$ cat src/rtl/seq_div8_core_pkg.sv
// Shared arithmetic-unit header: FSM state encoding and sign/magnitude helpers
// used by the sequential divider (and its multiplier sibling).
package seq_div8_core_pkg;

  localparam int unsigned MAX_W = 64;

  typedef logic [MAX_W-1:0] wide_t;

  typedef enum logic [1:0] {
    IDLE = 2'd0,
    CALC = 2'd1,
    FIX  = 2'd2
  } state_t;

  // Conditional two's-complement negate of a w-bit value held in a wide word.
  // Callers keep only the low w bits, so the most negative value maps onto
  // its own bit pattern, which is exactly its unsigned magnitude.
  function automatic wide_t f_abs_mag(input wide_t val, input int unsigned w, input logic sgn);
    logic neg;
    neg = sgn & val[w-1];
    return neg ? (~val + wide_t'(1)) : val;
  endfunction

  function automatic wide_t f_apply_sign(input wide_t mag, input logic neg);
    return neg ? (~mag + wide_t'(1)) : mag;
  endfunction

endpackage

$ cat src/rtl/seq_div8_core_restore_step.sv
// One radix-2 restoring division step: shift the remainder/dividend pair left,
// trial-subtract the divisor and keep the difference when no borrow occurs.
module div_restore_step #(
  parameter int unsigned WIDTH = 8
) (
  input  logic [WIDTH:0]   rem,
  input  logic [WIDTH-1:0] sr,
  input  logic [WIDTH-1:0] dvs,
  output logic [WIDTH:0]   rem_next,
  output logic [WIDTH-1:0] sr_next,
  output logic             q_bit
);

  logic [WIDTH+1:0] shifted;
  logic [WIDTH+1:0] diff;

  // The partial remainder never reaches 2^WIDTH, so the top bit of the shifted
  // value is always 0 and the top bit of the difference is the borrow.
  always_comb begin
    shifted  = {rem, sr[WIDTH-1]};
    diff     = shifted - (WIDTH+2)'(dvs);
    q_bit    = ~diff[WIDTH+1];
    rem_next = q_bit ? diff[WIDTH:0] : shifted[WIDTH:0];
    sr_next  = {sr[WIDTH-2:0], q_bit};
  end

endmodule

$ cat src/rtl/seq_div8_core.sv
// Iterative restoring divider with per-operand signedness; WIDTH steps in CALC,
// one sign-fixup cycle in FIX, then a single-cycle done pulse.
module seq_div8_core
  import seq_div8_core_pkg::*;
#(
  parameter int unsigned WIDTH = 8
) (
  input  logic             clk,
  input  logic             rst_n,
  input  logic             start,
  input  logic [WIDTH-1:0] dividend,
  input  logic [WIDTH-1:0] divisor,
  input  logic [1:0]       sign_mode,
  output logic [WIDTH-1:0] quotient,
  output logic [WIDTH-1:0] remainder,
  output logic             busy,
  output logic             done,
  output logic             div_by_zero
);

  localparam int unsigned CNT_W = $clog2(WIDTH + 1);

  state_t state, next_state;

  logic [WIDTH:0]     rem_q;
  logic [WIDTH-1:0]   sr_q;
  logic [WIDTH-1:0]   dvs_q;
  logic [WIDTH-1:0]   a_orig_q;
  logic [CNT_W-1:0]   cnt_q;
  logic               neg_a_q;
  logic               neg_b_q;
  logic               zero_div_q;

  logic [WIDTH:0]     rem_nx;
  logic [WIDTH-1:0]   sr_nx;
  logic               q_bit_nx;

  wide_t a_abs_w, b_abs_w, q_sgn_w, r_sgn_w;
  logic  unused_hi;

  always_comb begin
    a_abs_w = f_abs_mag(wide_t'(dividend), WIDTH, sign_mode[1]);
    b_abs_w = f_abs_mag(wide_t'(divisor),  WIDTH, sign_mode[0]);
    q_sgn_w = f_apply_sign(wide_t'(sr_q), neg_a_q ^ neg_b_q);
    r_sgn_w = f_apply_sign(wide_t'(rem_q[WIDTH-1:0]), neg_a_q);
  end

  assign unused_hi = ^{a_abs_w[MAX_W-1:WIDTH], b_abs_w[MAX_W-1:WIDTH],
                       q_sgn_w[MAX_W-1:WIDTH], r_sgn_w[MAX_W-1:WIDTH], q_bit_nx};

  div_restore_step #(.WIDTH(WIDTH)) u_step (
    .rem      (rem_q),
    .sr       (sr_q),
    .dvs      (dvs_q),
    .rem_next (rem_nx),
    .sr_next  (sr_nx),
    .q_bit    (q_bit_nx)
  );

  // NOTE: next_state gets a default before the case so no path leaves it
  // unassigned, which would otherwise infer a latch.
  always_comb begin
    next_state = state;
    unique case (state)
      IDLE:    if (start) next_state = CALC;
      CALC:    if (cnt_q == CNT_W'(1)) next_state = FIX;
      FIX:     next_state = IDLE;
      default: next_state = IDLE;
    endcase
  end

  assign busy = (state != IDLE);

  // NOTE: all state here uses non-blocking assignments so every register
  // samples the pre-edge values, independent of statement order.
  always_ff @(posedge clk) begin
    if (!rst_n) begin
      state       <= IDLE;
      rem_q       <= '0;
      sr_q        <= '0;
      dvs_q       <= '0;
      a_orig_q    <= '0;
      cnt_q       <= '0;
      neg_a_q     <= 1'b0;
      neg_b_q     <= 1'b0;
      zero_div_q  <= 1'b0;
      quotient    <= '0;
      remainder   <= '0;
      done        <= 1'b0;
      div_by_zero <= 1'b0;
    end else begin
      state <= next_state;
      done  <= 1'b0;
      unique case (state)
        IDLE: begin
          if (start) begin
            rem_q      <= '0;
            sr_q       <= a_abs_w[WIDTH-1:0];
            dvs_q      <= b_abs_w[WIDTH-1:0];
            a_orig_q   <= dividend;
            neg_a_q    <= sign_mode[1] & dividend[WIDTH-1];
            neg_b_q    <= sign_mode[0] & divisor[WIDTH-1];
            zero_div_q <= (divisor == '0);
            cnt_q      <= CNT_W'(WIDTH);
          end
        end
        CALC: begin
          rem_q <= rem_nx;
          sr_q  <= sr_nx;
          cnt_q <= cnt_q - CNT_W'(1);
        end
        FIX: begin
          // A zero divisor reports all-ones and hands the dividend back untouched.
          quotient    <= zero_div_q ? '1 : q_sgn_w[WIDTH-1:0];
          remainder   <= zero_div_q ? a_orig_q : r_sgn_w[WIDTH-1:0];
          div_by_zero <= zero_div_q;
          done        <= 1'b1;
        end
        default: ;
      endcase
    end
  end

endmodule

$ cat config.mk
export PLATFORM = sky130hd
export DESIGN_NAME = seq_div8_core
export DESIGN_NICKNAME = d
export VERILOG_FILES = /design/src/rtl/seq_div8_core_pkg.sv /design/src/rtl/seq_div8_core_restore_step.sv /design/src/rtl/seq_div8_core.sv
export SDC_FILE = /design/constraint.sdc
export NUM_CORES = 1
export LEC_CHECK = 0
export CELL_PAD_IN_SITES_DETAIL_PLACEMENT = 1
export CELL_PAD_IN_SITES_GLOBAL_PLACEMENT = 2
export CORE_MARGIN = 5
export CORE_UTILIZATION = 29
export CTS_CLUSTER_DIAMETER = 30
export DETAILED_ROUTE_END_ITERATION = 16
export PLACE_DENSITY_LB_ADDON = 0.1
export RECOVER_POWER = 100
export REMOVE_ABC_BUFFERS = 1
export SLEW_MARGIN = 20
export SYNTH_ARGS = -nofsm -noshare
export SYNTH_HDL_FRONTEND = slang
export SYNTH_SLANG_ARGS = --single-unit
$ cat constraint.sdc
create_clock -name clk -period 2.3 [get_ports clk]
set_clock_uncertainty 0.2 [all_clocks]
set_input_delay 0.46 -clock clk [delete_from_list [all_inputs] [get_ports clk]]
set_output_delay 0.46 -clock clk [all_outputs]
set_load 0.005 [all_outputs]
# Yosys cells after proc, flatten, opt, wreduce, memory -nomap -nowiden
# Index checks and enable logic that the tools add are counted.
[totals]
ff_bits = 60
latchBits = 0
ram_bits = 0
rom_bits = 0
in_bits = 21
out_inout_bits = 19
elab_cells = 56
memories = 0
[op_classes]
n_addsub = 6
n_mul = 0
div_mod_pow = 0
n_lt_le_gt_ge = 0
eq_ne = 5
shifts = 0
n_mux = 17
n_bitwise = 8
reduce_logical = 7
[op_table]
columns = ["op", "count"]
rows = [
  ["$mux W8", 7],
  ["$add A8 B1 Y8 const B", 4],
  ["$not A8 Y8", 4],
  ["$mux W9", 2],
  ["$pmux W9 S2", 1],
  ["$pmux W8 S2", 1],
  ["$sub A10 B8 Y10", 1],
  ["$logic_not A8 Y1", 1],
  ["$pmux W4 S2", 1],
  ["$reduce_and A2 Y1", 3],
  ["$eq A4 B1 Y1 const B", 1],
  ["$mux W2", 2],
  ["$mux W4", 1],
  ["$ne A2 B2 Y1 const B", 2],
  ["$pmux W2 S2", 1],
  ["$reduce_bool A2 Y1", 2],
  ["$sub A4 B1 Y4 const B", 1],
  ["$and A1 B1 Y1", 2],
  ["$eq A2 B1 Y1 const B", 1],
  ["$eq A2 B2 Y1 const B", 1],
  ["$logic_not A2 Y1", 1],
  ["$mux W1", 1],
  ["$not A1 Y1", 1],
  ["$xor A1 B1 Y1", 1],
]

# Depth between registers and ports, before layout
[depth]
ltp_word = 5
mapped_depth = 9
mapped_depth_nobuf = 9

# Hierarchy
# Synthesis repeated with hierarchy kept, for this count alone.
[unflattened]
cells_unflattened = 427
hier_area_um2 = 3517.1
[modules_own_cells]
columns = ["module", "instances", "cells_each", "area_per_inst_um2"]
rows = [
  ["seq_div8_core", 1, 347, 2891.5],
  ["div_restore_step", 1, 80, 625.6],
]

# Worst setup path after synthesis
# Ideal clock, no wire load.
[synth_timing]
path_type = "register -> register"
start = "reg rem_q[5]"
end = "reg rem_q[1]"
t_arrival_ns = 1.874
t_required_ns = 1.978
setup_slack_ns = 0.104
path_stages_with_launch = 9
n_path_buf = 1
synth_period_minus_slack_ns = 2.196
cell_sequence = "dfxtp_1 > ha_1 > a21o_1 > a221oi_2 > a21boi_2 > xnor2_2 > buf_6 > mux2i_1 > o21ai_1"
[synth_via]
elab_chain_cells = 3
[synth_rtl]
columns = ["element", "line", "text"]
rows = [
  ["start: declaration", "seq_div8_core.sv:25", "logic [WIDTH:0] rem_q;"],
  ["start signal: assignment", "seq_div8_core.sv:108", "rem_q <= rem_nx;"],
  ["$sub A10 B8 Y10", "seq_div8_core_restore_step.sv:21", "diff = shifted - (WIDTH+2)'(dvs);"],
  ["$mux W9", "seq_div8_core_restore_step.sv:23", "rem_next = q_bit ? diff[WIDTH:0] : shifted[WIDTH:0];"],
  ["$pmux W9 S2", "seq_div8_core.sv:94", "unique case (state)"],
]
# Every way passes these cells.
# A chain may end at the register's enable or synchronous reset.

# Worst setup path in the final report
[layout_timing]
start = "reg rem_q[4]"
end = "reg rem_q[1]"
# The elaborated chain is that of the path after synthesis.

==> impl_results.md <==
* IO Port Bufs at 39
* Clock root buffer: clkbuf_8
* Multi-input logic area at 1970 um^2
* Via count at 3152
* Hpwl dp at 7.43 mm
* Fin. Hold Viols at 0
* Post-CTS Hold Buffers at 0
* Core footprint at 10900 um^2
* Drc violations at 0
* GRT met1 Usage at 20.4%
* Met2 usage at 25.3%
* P per Cell Area at 814 nW/um^2
* First-pass GRT wire length at 16.4 mm
* Clock buffer depth at 2
* CP required at 2.34 ns
* Total track usage at 15.4%
* Starting Density at 29.8%
* Critical Path Source Type: register
* Arr. time, crit path at 2.28 ns
* Worst slew margin at 43.7%
* F_max at 0.446 GHz
* Fin Hold WS at 0.252 ns
* M3 GR Usage at 3.13%
* Core Util, Final at 40.7%
* Number of synthesized register bits at 60
* Hold Crit Endpoint: remainder[6]
* Initial antenna violation count at 0
* Final period util at 97.4%
* DR pass1 iterations at 4
* CTS H-tree depth at 3
* Syn Inst Count at 419
* Least-Margin Pin Slew at 0.844 ns
* Min-Delay Path Depth at 2
* Final setup violation count at 0
* Pin count of the biggest net entering global routing at 40
* Seq/Total Area, Yosys at 37.0%
* GRT overflow at 0
* Die X at 116 um
* Clock sink total at 60
* Synth warnings at 0
* Main synth FF type: dfxtp_1
* CTS tree: built
* Drt total wl at 9.71 mm
* Row count at 38
* Critical path type: reg2reg
* Area grow syn2layout at 36.3%
* Busiest metal layer after global routing: met2
* Seq. cell area at 1210 um^2
* Peak VDD IR at 0.000348 V
* Antenna cells at 0
* Gp weighted congestion at 0.798
* Share of layout cells above drive strength 1 at 17.3%
* Post-synthesis cell type count at 50
* Die area at 13400 um^2
* I/O pin count at 40
* Worst-path clk slew at 0.07 ns
* DR iter-0 viols at 106
* CTS buffer count at 9
* Share of flip-flops with an asynchronous set or reset at 0%
* Vias/cell at 4.89
* Maximum Capacitance Violations at 0
* Final min period at 2.24 ns
* Worst setup EP type: register
* HP Start: remainder[6]
* Post-Layout Cell Count at 644
* Die Span Y at 116 um
* Synth Area per Inst at 7.76 um^2
* Critical path fanouts, max at 6
* FF-to-FF End: rem_q[1]
* Status: completed
* Placed Cells at 627
* Vias in the first global route at 3318
* Setup_tns at 0 ns
* Reg2Reg Depth at 8
* Drt wl/cell at 15.1 um
* Fin. max-slew vios at 0
* RSZ-0062 raised after global routing: true
* Final antenna-violating net count at 0
* R2r startpoint: rem_q[4]
* R2R Setup Slk at 0.06 ns
* Pleak at 1.76 nW
* NumNets Final at 536
* Fillers at 1347
* Mapped Area at 3250 um^2
* EDFF count, synth at 0
* Hold/Removal Path Class: reg2reg
* Clock Latency Late Sink at 0.34 ns
==> cell families after synthesis <==
kind of cell	Yosys count	synth area share, %
buf+inv	41	5.16
simple gates	153	20.5
compound gates	117	22.0
xor+xnor	26	7.24
fa+ha+maj	15	6.01
mux	7	2.16
flops	60	37.0
==> worst max-delay path: stages (launching register included) <==
cell and delay [ns]:
dfxtp_1 0.39, ha_2 0.30, and3_4 0.16, a221oi_2 0.23, a21boi_4 0.27, xnor2_4 0.17, buf_12 0.16, mux2i_1 0.19
o21ai_1 0.08
==> synth_stat cells, types with 7 or more instances <==
cell type	n	area [um^2]
nand2_1	68	255
dfxtp_1	60	1200
a21oi_1	44	220
nor2_1	44	165
o21ai_0	23	115
inv_1	21	78.8
xnor2_1	20	175
ha_1	14	175
clkbuf_1	13	48.8
nor3_1	11	55.1
a31oi_1	7	43.8
mux2i_1	7	70.1
o21ai_1	7	35.0
==> report_power, final <==
group	switching [W]	internal (W)	total, W
combinational	0.000629	0.000745	0.00137
sequential	0.0000795	0.00112	0.00120
clock	0.000451	0.000583	0.00103
==> worst max path at each step <==
stage	startpoint	end	slack, ns	depth (start not counted)
5_1_grt	rem_q[4]	rem_q[4]	-0.06	8
6_report	rem_q[4]	rem_q[1]	0.06	8
3_5_place_dp	dvs_q[6]	rem_q[1]	-0.03	9
2_1_floorplan	rem_q[5]	rem_q[0]	0.08	7
4_1_cts	rem_q[5]	rem_q[1]	0.03	8
3_3_place_gp	sr_q[7]	rem_q[6]	0.03	10
==> layout by cell type, fill, tap and decap left out, types with 9 or more instances in the layout <==
cell / n
a21oi_1: 43
xnor2_1: 20
dlygate4sd3_1: 20
nor3_1: 11
dfxtp_1: 55
clkbuf_8: 12
clkdlybuf4s50_1: 19
nand2_1: 68
ha_1: 9
inv_1: 21
nor2_1: 45
buf_4: 45
o21ai_0: 23
==> registers in the layout, indices dropped and copies added, names as in the netlist <==
name         flops
state            2
dvs_q            8
done             1
cnt_q            4
neg_a_q          1
div_by_zero      1
remainder        8
a_orig_q         8
rem_q            9
zero_div_q       1
quotient         8
neg_b_q          1
sr_q             8
==> what timing repair did <==
item	4_1_cts	5_1_grt
pin swaps	0	8
setup buffers	0	1
endpoints found under the setup margin	4	9
gates resized for setup	1	18
gates cloned	0	1
==> area by class of cell <==
type                       count  area share, %
sequential                    60           27.3
clock buffer                  12           3.73
clock inverter                 3           1.02
multi-input combinational    318           44.4
inverter                      22           1.86
timing repair buffer          89           17.7
tap                          140           3.96
==> metrics by stage <==
stage	setup slack, ns	instance area (um^2)	total power [W]
floorplan	0.0845	3160	0.00192
global placement	0.0347	4100	0.00235
detailed placement	-0.0298	4100	0.00238
CTS	0.0298	4330	0.00345
global route	-0.0590	4430	0.00383
finish	0.0600	4430	0.00360
==> per-layer routing <==
layer  up-vias  share of wire (%)
li1       1609                  -
met1      1482                 48
met3        12                4.3
met5         -                  0
met2        49                 46
met4         0                1.6
(Power assumes the default switching activity.)
